`config.mk`:
```
export PLATFORM = sky130hd
export DESIGN_NAME = task8_timer
export DESIGN_NICKNAME = d
export VERILOG_FILES = /design/src/rtl/task8_timer_pkg.sv /design/src/rtl/task8_timer_hex_decoder.sv /design/src/rtl/task8_timer.sv
export SDC_FILE = /design/constraint.sdc
export NUM_CORES = 1
export LEC_CHECK = 0
export ABC_AREA = 1
export ABC_CLOCK_PERIOD_IN_PS = 7100
export CAP_MARGIN = 20
export CORE_MARGIN = 5
export CORE_UTILIZATION = 45
export CTS_CLUSTER_SIZE = 24
export DETAILED_ROUTE_END_ITERATION = 7
export GPL_ROUTABILITY_DRIVEN = 0
export PLACE_DENSITY = 0.73
export SLEW_MARGIN = 20
export SYNTH_ARGS = -nofsm -noshare
export SYNTH_HDL_FRONTEND = slang
export SYNTH_SLANG_ARGS = --single-unit
```
`constraint.sdc`:
```
create_clock -name clk -period 7.1 [get_ports clk]
set_clock_uncertainty 0.1 [all_clocks]
set_input_delay 1.42 -clock clk [delete_from_list [all_inputs] [get_ports clk]]
set_output_delay 1.42 -clock clk [all_outputs]
set_load 0.03 [all_outputs]
```
`src/rtl/task8_timer_pkg.sv`:
```
// Shared types, segment codes and BCD helpers for the task8_timer stopwatch.
package task8_timer_pkg;

  localparam logic [6:0] SEG_0     = 7'h40;
  localparam logic [6:0] SEG_1     = 7'h79;
  localparam logic [6:0] SEG_2     = 7'h24;
  localparam logic [6:0] SEG_3     = 7'h30;
  localparam logic [6:0] SEG_4     = 7'h19;
  localparam logic [6:0] SEG_5     = 7'h12;
  localparam logic [6:0] SEG_6     = 7'h02;
  localparam logic [6:0] SEG_7     = 7'h78;
  localparam logic [6:0] SEG_8     = 7'h00;
  localparam logic [6:0] SEG_9     = 7'h10;
  localparam logic [6:0] SEG_BLANK = 7'h7F;

  typedef logic [3:0] bcd_t;

  typedef struct packed {
    bcd_t s1;
    bcd_t s0;
    bcd_t d;
  } time_t;

  localparam time_t TIME_ZERO = '{s1: 4'd0, s0: 4'd0, d: 4'd0};

  // Advance S1 S0 . D by one tenth; 99.9 rolls over to 00.0.
  function automatic time_t time_inc(input time_t t);
    time_t r;
    r = t;
    if (t.d != 4'd9) begin
      r.d = t.d + 4'd1;
    end else begin
      r.d = 4'd0;
      if (t.s0 != 4'd9) begin
        r.s0 = t.s0 + 4'd1;
      end else begin
        r.s0 = 4'd0;
        r.s1 = (t.s1 == 4'd9) ? 4'd0 : t.s1 + 4'd1;
      end
    end
    return r;
  endfunction

  // Two-digit BCD {tens, ones} of a value in 0..99.
  function automatic logic [7:0] num_to_bcd2(input int unsigned n);
    return {4'(n / 10), 4'(n % 10)};
  endfunction

endpackage

```
`src/rtl/task8_timer_hex_decoder.sv`:
```
// BCD digit to active-low {g,f,e,d,c,b,a} segments; blank or non-BCD input
// turns all segments off.
module hex_decoder
  import task8_timer_pkg::*;
(
  input  logic [3:0] bcd,
  input  logic       blank,
  output logic [6:0] seg
);

  always_comb begin
    // NOTE: seg gets a default before the case so no path leaves it unassigned (no latch).
    seg = SEG_BLANK;
    if (!blank) begin
      case (bcd)
        4'd0:    seg = SEG_0;
        4'd1:    seg = SEG_1;
        4'd2:    seg = SEG_2;
        4'd3:    seg = SEG_3;
        4'd4:    seg = SEG_4;
        4'd5:    seg = SEG_5;
        4'd6:    seg = SEG_6;
        4'd7:    seg = SEG_7;
        4'd8:    seg = SEG_8;
        4'd9:    seg = SEG_9;
        default: seg = SEG_BLANK;
      endcase
    end
  end

endmodule

```
`src/rtl/task8_timer.sv`:
```
// Tenths-of-a-second stopwatch with a small lap memory and 7-segment output.
module task8_timer
  import task8_timer_pkg::*;
#(
  parameter int DSEC_TICKS = 5_000_000,
  parameter int RES_DEPTH  = 8
) (
  input  logic       clk,
  input  logic       key0_rst,
  input  logic       key1_start_stop,
  input  logic       key2_write,
  input  logic       key3_show,
  output logic [6:0] hex1_dsec,
  output logic [6:0] hex2_sec,
  output logic [6:0] hex3_sec,
  output logic [6:0] hex4_result,
  output logic [6:0] hex5_result
);

  localparam int PRE_W = (DSEC_TICKS > 1) ? $clog2(DSEC_TICKS) : 1;
  localparam int CNT_W = $clog2(RES_DEPTH + 1);
  localparam int PTR_W = (RES_DEPTH > 1) ? $clog2(RES_DEPTH) : 1;

  localparam logic [PRE_W-1:0] PRE_LAST = PRE_W'(DSEC_TICKS - 1);
  localparam logic [CNT_W-1:0] CNT_FULL = CNT_W'(RES_DEPTH);

  logic [2:0] keys, key_meta, key_sync, key_prev, press;
  logic       ss_press, wr_press, sh_press;

  logic [PRE_W-1:0] presc;
  logic             tick, running, show_mode;
  time_t            cur;
  logic [CNT_W-1:0] count, ptr_inc;
  logic [PTR_W-1:0] ptr, show_idx;
  logic             wr_en;

  time_t res_mem [RES_DEPTH];

  time_t shown_time;
  bcd_t  num_tens, num_ones;
  logic [6:0] seg1, seg2, seg3, seg4, seg5;

  // Keys idle high; the synchronizer resets to idle so reset release is not a press.
  assign keys = {key3_show, key2_write, key1_start_stop};

  always_ff @(posedge clk or posedge key0_rst) begin
    // NOTE: sequential state uses non-blocking (<=) so every flop samples pre-edge values.
    if (key0_rst) begin
      key_meta <= '1;
      key_sync <= '1;
      key_prev <= '1;
    end else begin
      key_meta <= keys;
      key_sync <= key_meta;
      key_prev <= key_sync;
    end
  end

  assign press    = key_prev & ~key_sync;
  assign ss_press = press[0];
  assign wr_press = press[1];
  assign sh_press = press[2] & ~press[0] & ~press[1];

  assign tick    = running && (presc == PRE_LAST);
  assign wr_en   = wr_press && (count < CNT_FULL);
  assign ptr_inc = CNT_W'(ptr) + CNT_W'(1);

  always_ff @(posedge clk or posedge key0_rst) begin
    if (key0_rst) begin
      presc     <= '0;
      cur       <= TIME_ZERO;
      running   <= 1'b0;
      show_mode <= 1'b0;
      count     <= '0;
      ptr       <= '0;
      show_idx  <= '0;
    end else begin
      if (running) presc <= tick ? '0 : presc + PRE_W'(1);
      if (tick)    cur   <= time_inc(cur);
      if (ss_press) begin
        running   <= ~running;
        show_mode <= 1'b0;
      end
      if (wr_en) count <= count + CNT_W'(1);
      if (sh_press && (count != '0)) begin
        show_mode <= 1'b1;
        show_idx  <= ptr;
        ptr       <= (ptr_inc == count) ? '0 : PTR_W'(ptr_inc);
      end
    end
  end

  // NOTE: the lap memory has no reset; key0_rst empties it by clearing count.
  always_ff @(posedge clk) begin
    if (wr_en) res_mem[count[PTR_W-1:0]] <= cur;
  end

  always_comb begin
    shown_time = cur;
    num_tens   = '0;
    num_ones   = '0;
    if (show_mode) begin
      shown_time             = res_mem[show_idx];
      {num_tens, num_ones}   = num_to_bcd2(32'(show_idx) + 32'd1);
    end
  end

  hex_decoder u_hex1 (.bcd(shown_time.d),  .blank(1'b0),       .seg(seg1));
  hex_decoder u_hex2 (.bcd(shown_time.s0), .blank(1'b0),       .seg(seg2));
  hex_decoder u_hex3 (.bcd(shown_time.s1), .blank(1'b0),       .seg(seg3));
  hex_decoder u_hex4 (.bcd(num_ones),      .blank(~show_mode), .seg(seg4));
  hex_decoder u_hex5 (.bcd(num_tens),      .blank(~show_mode), .seg(seg5));

  always_ff @(posedge clk or posedge key0_rst) begin
    if (key0_rst) begin
      hex1_dsec   <= SEG_0;
      hex2_sec    <= SEG_0;
      hex3_sec    <= SEG_0;
      hex4_result <= SEG_BLANK;
      hex5_result <= SEG_BLANK;
    end else begin
      hex1_dsec   <= seg1;
      hex2_sec    <= seg2;
      hex3_sec    <= seg3;
      hex4_result <= seg4;
      hex5_result <= seg5;
    end
  end

endmodule

```
==> results.toml <==
[place]
port_buffers = 38
dpl.cell_count = 1285
postPlaceCellArea_um2 = 9580
dp_hpwl_mm = 12.0

[setup_path]
worstSetupPathType = "reg2reg"
critical_path.max_fanout = 29
cp-start-kind = "flip-flop"
cp.required_ns = 7.36
cp.arrival_ns = 3.77
r2r_cells = 14
endpoint_kind = "flip-flop"
r2r_setup_slack_ns = 3.59

[drt]
drt_iter0_markers = 521
viasPerCell = 4.94
vias = 6500
post_drt_wl_per_cell_um = 14.0
drtPass1Iterations = 4
ant_nets = 0
drc_errors = 0
wl_mm = 18.5

[cts]
max-clock-path-buffers = 2
clkLatencyLatePin_ns = 0.44
clkTransAtPathRegs_ns = 0.06
clockRootBuffer = "clkbuf_16"
tritoncts.num_buffers = 17
cts_sinks = 182
cts_tree = "built"
post_cts_buffers = 0
htreeDepth = 4
hold_buffers = 0
ctsResizeCount = 0

[timing]
maxSlewViolCount = 0
finalCriticalPeriod_ns = 3.51
setup_violations = 0
relSlewSlack_pct = 36.0
rsz0062_at_grt = "no"
setup_tns_ns = 0
worst_pin_slew_ns = 0.959
hold_violations = 0
timing.final.crit_share_pct = 49.5
whs_ns = 0.257
max_freq_mhz = 285

[cells_and_area]
final_cell_mix = "291 x nand2_1, 151 x inv_1, 115 x nand3_1"
n_antenna_cell = 0
area_delta_synth_final_pct = 13.2
fin_nets = 1071
instances_no_fill = 1317
final_common_cell = "nand2_1"
drive_above_1_share_pct = 9.51
stdcell_area_um2 = 10200
fin_util_pct = 52.0

[logic_synthesis]
synth_seq_cells = 182
muxShareOfSynthArea_pct = 0
synth_top_area_share_pct = 32.1
synth_warnings = 0
yosysSeqAreaShare_pct = 56.3
synth_top_area_cell = "edfxtp_1"
synth_fa_ha_area_share_pct = 3.76
syn_area_um2 = 8990
syn_nets = 1032
synth_compound_area_share_pct = 3.34
synthCells = 1000
synthSimpleGateAreaFrac_pct = 25.8
synthXorXnorAreaFrac_pct = 1.64
yosys.cell_types.count = 41
avgSynthCellArea_um2 = 8.99
synthTopCellsByArea = "edfxtp_1 32%, dfrtp_1 18%, nand2_1 12%"
synth_top_family_by_area = "simple AND/OR/NAND/NOR gates"

[floorplanning]
die_h_um = 151
dieArea_um2 = 22900
die_x_um = 151
start_util_pct = 45.9
rows = 51
io-pin-count = 40
core_area_um2 = 19600

[global_routing]
grtUsageTotal_pct = 17.4
grt_pass1_wl_mm = 31.0
grt_max_degree = 87
overflow = 0
antenna_found_initial = 0
grt_pass1_vias = 6407

[pwr]
p_leak_nw = 4.69
power_density_nw_per_um2 = 361
vdd_drop_max_v = 0.000187

[worst_hold_path]
hold-path-cell-count = 0
min_path_type = "reg2reg"

[run_status]
status = "finished, final reports clean"

[job]
maxCapViolations = 0
==> path summary, 6_finish.rpt <==
check | from | to
max | show_idx[1]$_DFFE_PP0P_ | hex4_result[3]$_DFF_PP1_
max in group asynchronous | key0_rst | hex3_sec[4]$_DFF_PP0_
min in group asynchronous | key0_rst | presc[1]$_DFFE_PP0P_
max reg2reg | show_idx[1]$_DFFE_PP0P_ | hex4_result[3]$_DFF_PP1_
min | key_meta[0]$_DFF_PP1_ | key_sync[0]$_DFF_PP1_
min reg2reg | key_meta[0]$_DFF_PP1_ | key_sync[0]$_DFF_PP1_
==> state kept, by name, summed over array words and instances, names as in the netlist <==
| register | flops |
|---|---|
| key_meta | 3 |
| hex3_sec | 7 |
| show_idx | 3 |
| res_mem | 96 |
| hex4_result | 7 |
| presc | 23 |
| cur | 12 |
| count | 4 |
| ptr | 3 |
| key_prev | 3 |
| hex5_result | 2 |
| hex1_dsec | 7 |
| show_mode | 1 |
| running | 1 |
| key_sync | 3 |
| hex2_sec | 7 |
==> cell usage after synthesis <==
| cell | count |
|---|---|
| nand2_1 | 291 |
| nor3_2 | 1 |
| nor4_1 | 1 |
| o21ai_2 | 1 |
| o211ai_1 | 7 |
| nand3_4 | 2 |
| ha_1 | 27 |
| nor2_1 | 64 |
| buf_4 | 8 |
| and3_1 | 1 |
| a21oi_1 | 10 |
| nand3b_1 | 2 |
| dfstp_2 | 21 |
| nor3_1 | 16 |
| clkbuf_1 | 1 |
| o21ai_1 | 1 |
| o21a_1 | 2 |
| dfrtp_1 | 65 |
| inv_2 | 9 |
| nor2_2 | 1 |
| buf_2 | 10 |
| conb_1 | 1 |
| buf_6 | 8 |
| nand3_2 | 3 |
| buf_1 | 1 |
| o22ai_1 | 1 |
| inv_1 | 152 |
| nand3_1 | 115 |
| o21ai_0 | 24 |
| or2_1 | 5 |
| clkinv_1 | 1 |
| a31oi_1 | 3 |
| nand2_2 | 15 |
| xnor2_2 | 1 |
| a21oi_4 | 1 |
| o21bai_1 | 1 |
| or2_2 | 1 |
| xnor2_1 | 1 |
| xor2_1 | 14 |
| nand4_1 | 15 |
| edfxtp_1 | 96 |
==> final cells by class <==
cell class                 count  area [µm²]
clock buffer                  24         534
clock inverter                 8        60.1
fill                        1778        9410
inverter                     162         609
multi-input combinational    628        3120
sequential                   182        5060
tap                          265         332
timing repair buffer          48         463
==> worst max-delay path, stage by stage, from the launching register on <==
cell and delay (ns):
dfrtp_1 0.95, inv_2 0.51, ha_1 0.47, inv_1 0.07
nor2_1 0.19, nand2_2 0.12, nand2_1 0.12, nand2_1 0.05
nand2_1 0.16, inv_1 0.10, ha_1 0.32, nand4_1 0.10
nand2_1 0.06, nand2_1 0.05, nand2_1 0.05
==> routing by layer <==
metal | global-route usage (%) | up-vias | wire [µm]
li1 | - | 3269 | -
met1 | 22.3 | 3021 | 8020
met2 | 27.7 | 173 | 8860
met3 | 4.49 | 37 | 1120
met4 | 8.11 | 0 | 489
met5 | 0 | - | 0
==> power breakdown <==
part           internal [mW]  switching (mW)  total (mW)
clock network          0.529           0.402       0.931
registers               1.29           0.120        1.41
logic                  0.459           0.883        1.34
total                   2.27            1.41        3.68
==> through the flow <==
step	total power, mW	setup slack (ns)
after detailed placement	2.77	3.55
after CTS	3.72	3.54
after global routing	3.94	3.24
after floorplan	2.44	3.39
final	3.68	3.59
after global placement	2.73	3.72
==> logic make-up (layout without fill, tap and decap cells) <==
kind of cell / count (synthesis) / after routing
AO/OA/AOI/OAI: 51 / 51
XOR/XNOR: 16 / 16
adder cells (fa/ha/maj): 27 / 27
buffers and inverters: 190 / 242
flip-flops: 182 / 182
other: 1 / 1
AND/OR/NAND/NOR: 533 / 533
Power figures use the tool's default switching activity.
